==> src/rtl/fmdll_pkg.sv <==
// Shared types and code constants for the DCDL code controller.
package fmdll_pkg;

  typedef enum logic [2:0] {
    IDLE,
    SAR_SETTLE,
    SAR_DECIDE,
    TRK_SETTLE,
    TRK_DECIDE
  } dcdl_ctrl_state_t;

  localparam logic [9:0] CODE_MID = 10'h200;
  localparam logic [9:0] CODE_MAX = 10'h3FF;

endpackage

==> src/rtl/settle_timer.sv <==
// Loadable down-counter that flags when the post-update settle wait has elapsed.
module settle_timer #(
  parameter int W = 4
) (
  input  logic         CLK_exit,
  input  logic         rst,
  input  logic         load,
  input  logic [W-1:0] value,
  output logic         done
);

  logic [W-1:0] cnt;

  always_ff @(posedge CLK_exit) begin
    if (rst) begin
      cnt <= '0;
    end else if (load) begin
      cnt <= value;
    end else if (cnt != '0) begin
      cnt <= cnt - 1'b1;
    end
  end

  // Flag on the last waiting cycle so the decide state is entered exactly
  // 'value' edges after the load, making the next edge the first acceptable one.
  assign done = (cnt <= W'(1));

endmodule

==> src/rtl/dcdl_code_ctrl.sv <==
// DCDL delay-code controller: SAR coarse search, then +/-1 bang-bang tracking
// with lock detection on alternating decisions.
module dcdl_code_ctrl
  import fmdll_pkg::*;
#(
  parameter int CODE_W   = 10,
  parameter int SETTLE   = 4,
  parameter int LOCK_CNT = 8
) (
  input  logic              CLK_exit,
  input  logic              rst,
  input  logic              start,
  input  logic              pd_valid,
  input  logic              lead,
  output logic [CODE_W-1:0] Q,
  output logic              busy,
  output logic              lock,
  output logic              err
);

  localparam int IDX_W = $clog2(CODE_W);
  localparam logic [CODE_W-1:0] Q_MID    = CODE_W'(CODE_MID);
  localparam logic [CODE_W-1:0] Q_MAX    = CODE_W'(CODE_MAX);
  localparam logic [IDX_W-1:0]  IDX_TOP  = IDX_W'(CODE_W - 1);
  localparam logic [3:0]        LOCK_MAX = 4'(LOCK_CNT);
  localparam logic [3:0]        SETTLE_V = 4'(SETTLE);

  dcdl_ctrl_state_t state, state_n;
  logic [CODE_W-1:0] q_n;
  logic [IDX_W-1:0]  idx, idx_n;
  logic [3:0]        acnt, acnt_n;
  logic              busy_n, lock_n, err_n;
  logic              prev_dir, prev_dir_n;
  logic              have_prev, have_prev_n;
  logic              load;
  logic              settled;

  settle_timer #(.W(4)) u_settle (
    .CLK_exit (CLK_exit),
    .rst      (rst),
    .load     (load),
    .value    (SETTLE_V),
    .done     (settled)
  );

  always_ff @(posedge CLK_exit) begin
    if (rst) begin
      state     <= IDLE;
      Q         <= Q_MID;
      idx       <= IDX_TOP;
      busy      <= 1'b0;
      lock      <= 1'b0;
      err       <= 1'b0;
      acnt      <= '0;
      prev_dir  <= 1'b0;
      have_prev <= 1'b0;
    end else begin
      state     <= state_n;
      Q         <= q_n;
      idx       <= idx_n;
      busy      <= busy_n;
      lock      <= lock_n;
      err       <= err_n;
      acnt      <= acnt_n;
      prev_dir  <= prev_dir_n;
      have_prev <= have_prev_n;
    end
  end

  always_comb begin
    state_n     = state;
    q_n         = Q;
    idx_n       = idx;
    busy_n      = busy;
    lock_n      = lock;
    err_n       = err;
    acnt_n      = acnt;
    prev_dir_n  = prev_dir;
    have_prev_n = have_prev;
    load        = 1'b0;

    if (start) begin
      state_n     = SAR_SETTLE;
      q_n         = Q_MID;
      idx_n       = IDX_TOP;
      busy_n      = 1'b1;
      lock_n      = 1'b0;
      err_n       = 1'b0;
      acnt_n      = '0;
      have_prev_n = 1'b0;
      load        = 1'b1;
    end else begin
      case (state)
        IDLE: ;
        SAR_SETTLE: if (settled) state_n = SAR_DECIDE;
        SAR_DECIDE: begin
          if (pd_valid) begin
            load = 1'b1;
            if (!lead) q_n[idx] = 1'b0;
            if (idx != '0) begin
              q_n[idx - 1'b1] = 1'b1;
              idx_n           = idx - 1'b1;
              state_n         = SAR_SETTLE;
            end else begin
              busy_n  = 1'b0;
              state_n = TRK_SETTLE;
            end
          end
        end
        TRK_SETTLE: if (settled) state_n = TRK_DECIDE;
        TRK_DECIDE: begin
          if (pd_valid) begin
            load    = 1'b1;
            state_n = TRK_SETTLE;
            if (lead) begin
              if (Q == Q_MAX) err_n = 1'b1;
              else            q_n   = Q + 1'b1;
            end else begin
              if (Q == '0) err_n = 1'b1;
              else         q_n   = Q - 1'b1;
            end
            // A held step at the rails still counts as a decision in its direction.
            if (!have_prev) begin
              acnt_n = '0;
            end else if (lead != prev_dir) begin
              if (acnt != LOCK_MAX) acnt_n = acnt + 1'b1;
              if (acnt >= LOCK_MAX - 4'd1) lock_n = 1'b1;
            end else begin
              acnt_n = '0;
              lock_n = 1'b0;
            end
            prev_dir_n  = lead;
            have_prev_n = 1'b1;
          end
        end
        default: state_n = IDLE;
      endcase
    end
  end

endmodule

==> config.mk <==
export PLATFORM = sky130hd
export DESIGN_NAME = dcdl_code_ctrl
export DESIGN_NICKNAME = d
export VERILOG_FILES = /design/src/rtl/fmdll_pkg.sv /design/src/rtl/settle_timer.sv /design/src/rtl/dcdl_code_ctrl.sv
export SDC_FILE = /design/constraint.sdc
export NUM_CORES = 1
export LEC_CHECK = 0
export CAP_MARGIN = 20
export CORE_MARGIN = 2
export CORE_UTILIZATION = 40
export CTS_BUF_LIST = sky130_fd_sc_hd__clkbuf_8
export CTS_CLUSTER_SIZE = 20
export DETAILED_ROUTE_END_ITERATION = 16
export SLEW_MARGIN = 20
export SYNTH_ARGS = -nofsm -noshare
export SYNTH_HDL_FRONTEND = slang
export SYNTH_SLANG_ARGS = --single-unit
==> constraint.sdc <==
create_clock -name CLK_exit -period 3.1 [get_ports CLK_exit]
set_input_delay 0.465 -clock CLK_exit [delete_from_list [all_inputs] [get_ports CLK_exit]]
set_output_delay 0.465 -clock CLK_exit [all_outputs]
set_load 0.01 [all_outputs]
==> results.json <==
{
  "critical_path_peak_fanout": 8,
  "die_width_microns": 77.3,
  "setup_viol": 0,
  "clkSlewWorstSetupHoldPaths_ns": 0.07,
  "pwr_per_cell_area_nw_per_um2": 338,
  "rsz0062_at_grt": "false",
  "detailedRoute.firstIterationViolations": 105,
  "post_syn_nets": 298,
  "htree_levels": 2,
  "detail_route.first_pass.iterations": 4,
  "most_used_cells_in_the_layout_excluding_fill_and_tap_cells": "nor2_1 (35), dfxtp_1 (30), a21oi_1 (29), nand2_1 (22)",
  "post-cts-setup-buffer-count": 0,
  "worstSetupEndpointType": "register",
  "worst-setup-path-type": "input port to register",
  "avgViaCountPerCell": 5.59,
  "post-route-min-period_ns": 2.59,
  "power_switching_share": 0.268,
  "top_layer_used": "met4",
  "cell_internal_pwr_uw": 613,
  "grt_remaining_overflow": 0,
  "cts_tree": "done",
  "synth_edf_count": 0,
  "gr-usage-all-layers": 0.184,
  "critPathArrivalTime_ns": 2.81,
  "cp_num_buf_inv": 2,
  "grt_pass1_vias": 1828,
  "cts.path.max_buffers": 2,
  "worst_path_max_delay_cell": "clkdlybuf4s50_1",
  "layout.nets": 317,
  "num_io_pins": 18,
  "post_cts_hold_buffer_count": 0,
  "cp_top_family": "compound AO/OA/AOI/OAI gates",
  "fin_skew_ns": 0.00419,
  "p_total_uw": 838,
  "cts_sinks": 30,
  "register_bit_count_reported_by_yosys": 30,
  "layout_commonest_cell": "nor2_1",
  "routed_wl_microns": 5280,
  "num_antenna_cells": 0,
  "dp_hpwl_microns": 3920,
  "layout-drive-gt1-share": 0.0712,
  "global_placement_routability_congestion": 0.846,
  "cap_violations": 0,
  "power.share.clock": 0.402,
  "synth_cells": 275,
  "cts_resized": 0,
  "initial_utilization": 0.418,
  "fin_tns_setup_ns": 0,
  "route.vias.total": 2040,
  "slew_violations": 0,
  "grt_antenna_before_repair": 0,
  "route.detailed.wl_per_inst_microns": 14.5,
  "cellLeakagePower_uw": 0.000875,
  "hp-class": "register to register",
  "seq_power_share": 0.479,
  "critical_path.max_stage_delay_ns": 0.47,
  "slew-limit-headroom": 0.607,
  "floorplan.die_area_sq_um": 5970,
  "dominantRegCellSynth": "dfxtp_1",
  "grt_pass1_wl_microns": 8900,
  "core_area_sq_um": 5140,
  "timing.reg2reg.worst_path_depth": 8,
  "post-route-period-util": 0.836,
  "cp_num_cells": 9,
  "clkLatencyLatePin_ns": 0.28,
  "p_sw_uw": 225,
  "synth_area_sq_um": 2150,
  "met2_wirelength_microns": 2280,
  "drcViolationCount": 0,
  "final_hold_viol_count": 0,
  "yosysWarningCount": 0,
  "y_dimension_of_the_die_microns": 77.3,
  "worst_ep_required_time_ns": 3.32,
  "synth_cell_types": 51,
  "ir_drop_mv": 0.266,
  "wl_met3_microns": 241,
  "number_of_nets_with_antenna_violations_after_detailed_routing": 0,
  "combPwrFrac": 0.118,
  "cts_inserted_buffers": 5,
  "holdPathStages": 2,
  "std_cell_rows": 26,
  "syn-mean-instance-area_sq_um": 7.81,
  "cts_root_buffer": "clkbuf_8",
  "transition_time_at_the_pin_with_the_least_slew_margin_ns": 0.588,
  "synthArstFlopShare": 0,
  "crit_path_start_kind": "input port",
  "pin_count_of_the_biggest_net_entering_global_routing": 19,
  "critical_path_cell_by_cell": "clkdlybuf4s50_1 > inv_1 > ha_1 > a211oi_1 > o21bai_1 > o41ai_1 > xor2_1 > a221o_1 > a21oi_1",
  "status": "complete, no violations",
  "place.port_buffers": 17,
  "max_clock_freq_mhz": 386,
  "wl_met1_microns": 2680,
  "share_of_the_yosys_chip_area_belonging_to_registers": 0.280,
  "areaGrowthSynthToFinish_pct": 15.6
}
[registers in the layout, indices dropped and copies added, names as in the netlist]
signal and flops:
Q 10, acnt 4, busy 1, err 1, have_prev 1, idx 4
lock 1, prev_dir 1, state 3, u_settle.cnt 4
[worst min-delay path, delay by kind of cell, from the launching register on]
family / cells / cell delay, ns
DFF: 1 / 0.34
and+or+nand+nor: 1 / 0.07
AOI/OAI and AO/OA: 1 / 0.04
[synth_stat cells, types with 2 or more instances]
cell type	number	area share
a211oi_1	5	0.017
a21o_1	2	0.0070
a21oi_1	29	0.068
a22oi_1	2	0.0070
a311oi_1	2	0.0082
a31oi_1	4	0.012
a32oi_1	2	0.0082
and3_1	2	0.0058
buf_2	2	0.0047
buf_6	2	0.010
clkbuf_1	6	0.010
dfxtp_1	30	0.28
ha_1	17	0.099
inv_1	12	0.021
nand2_1	22	0.038
nand2b_1	6	0.017
nand3_1	7	0.016
nand3b_1	2	0.0070
nand4_1	4	0.012
nor2_1	35	0.061
nor2b_1	4	0.012
nor3_1	6	0.014
nor3b_1	2	0.0070
nor4_1	2	0.0058
o211ai_1	4	0.014
o21ai_0	15	0.035
o22ai_1	2	0.0058
o31ai_1	8	0.028
or3_1	4	0.012
or4_1	3	0.010
xnor2_1	8	0.033
xor2_1	5	0.020
[worst paths after layout]
check | slack (ns) | start | end
worst max-delay path | 0.51 | lead | Q[7]
worst min-delay path | 0.48 | err | err
worst max register to register | 0.74 | Q[0] | Q[8]
worst min register to register | 0.48 | err | err
[area by class of cell]
class	instances	area, sq um
Clock buffer	6	82.6
Clock inverter	2	12.5
Fill cell	565	2660
Inverter	12	45.0
Multi-Input combinational cell	222	1440
Sequential cell	30	601
Tap cell	70	87.6
Timing Repair Buffer	23	215
[metal layers]
| metal | up-vias | global-route usage |
|---|---|---|
| met5 | - | 0 |
| met4 | 0 | 0.0589 |
| met3 | 8 | 0.0365 |
| met2 | 53 | 0.272 |
| met1 | 939 | 0.266 |
| li1 | 1040 | - |
[per-stage QoR]
step | util | worst slack [ns] | instances | instance area [sq um] | hold slack, ns
after floorplan | - | 0.719 | 275 | 2150 | 0.462
after global placement | 0.464 | 0.296 | 357 | 2390 | 0.468
after detailed placement | 0.464 | 0.223 | 357 | 2390 | 0.479
after CTS | 0.483 | 0.508 | 365 | 2480 | 0.497
after global routing | 0.483 | 0.277 | 365 | 2480 | 0.511
final | 0.483 | 0.509 | 365 | 2480 | 0.482
[kinds of logic after synthesis]
kind of cell	Yosys count	synth area share
simple gates	105	0.252
compound gates	84	0.247
flops	30	0.280
buf+inv	23	0.0501
xor+xnor	13	0.0530
fa+ha+maj	18	0.108
mux	2	0.00991
[power by group through the flow]
stage          Clock (uW)  Combinational (uW)  Sequential [uW]
2_1_floorplan           0                70.5              409
3_3_place_gp            0                98.3              410
3_5_place_dp            0                99.3              411
4_1_cts               347                99.7              402
5_1_grt               362                 112              403
6_report              337                99.3              402
(Power assumes the default switching activity.)
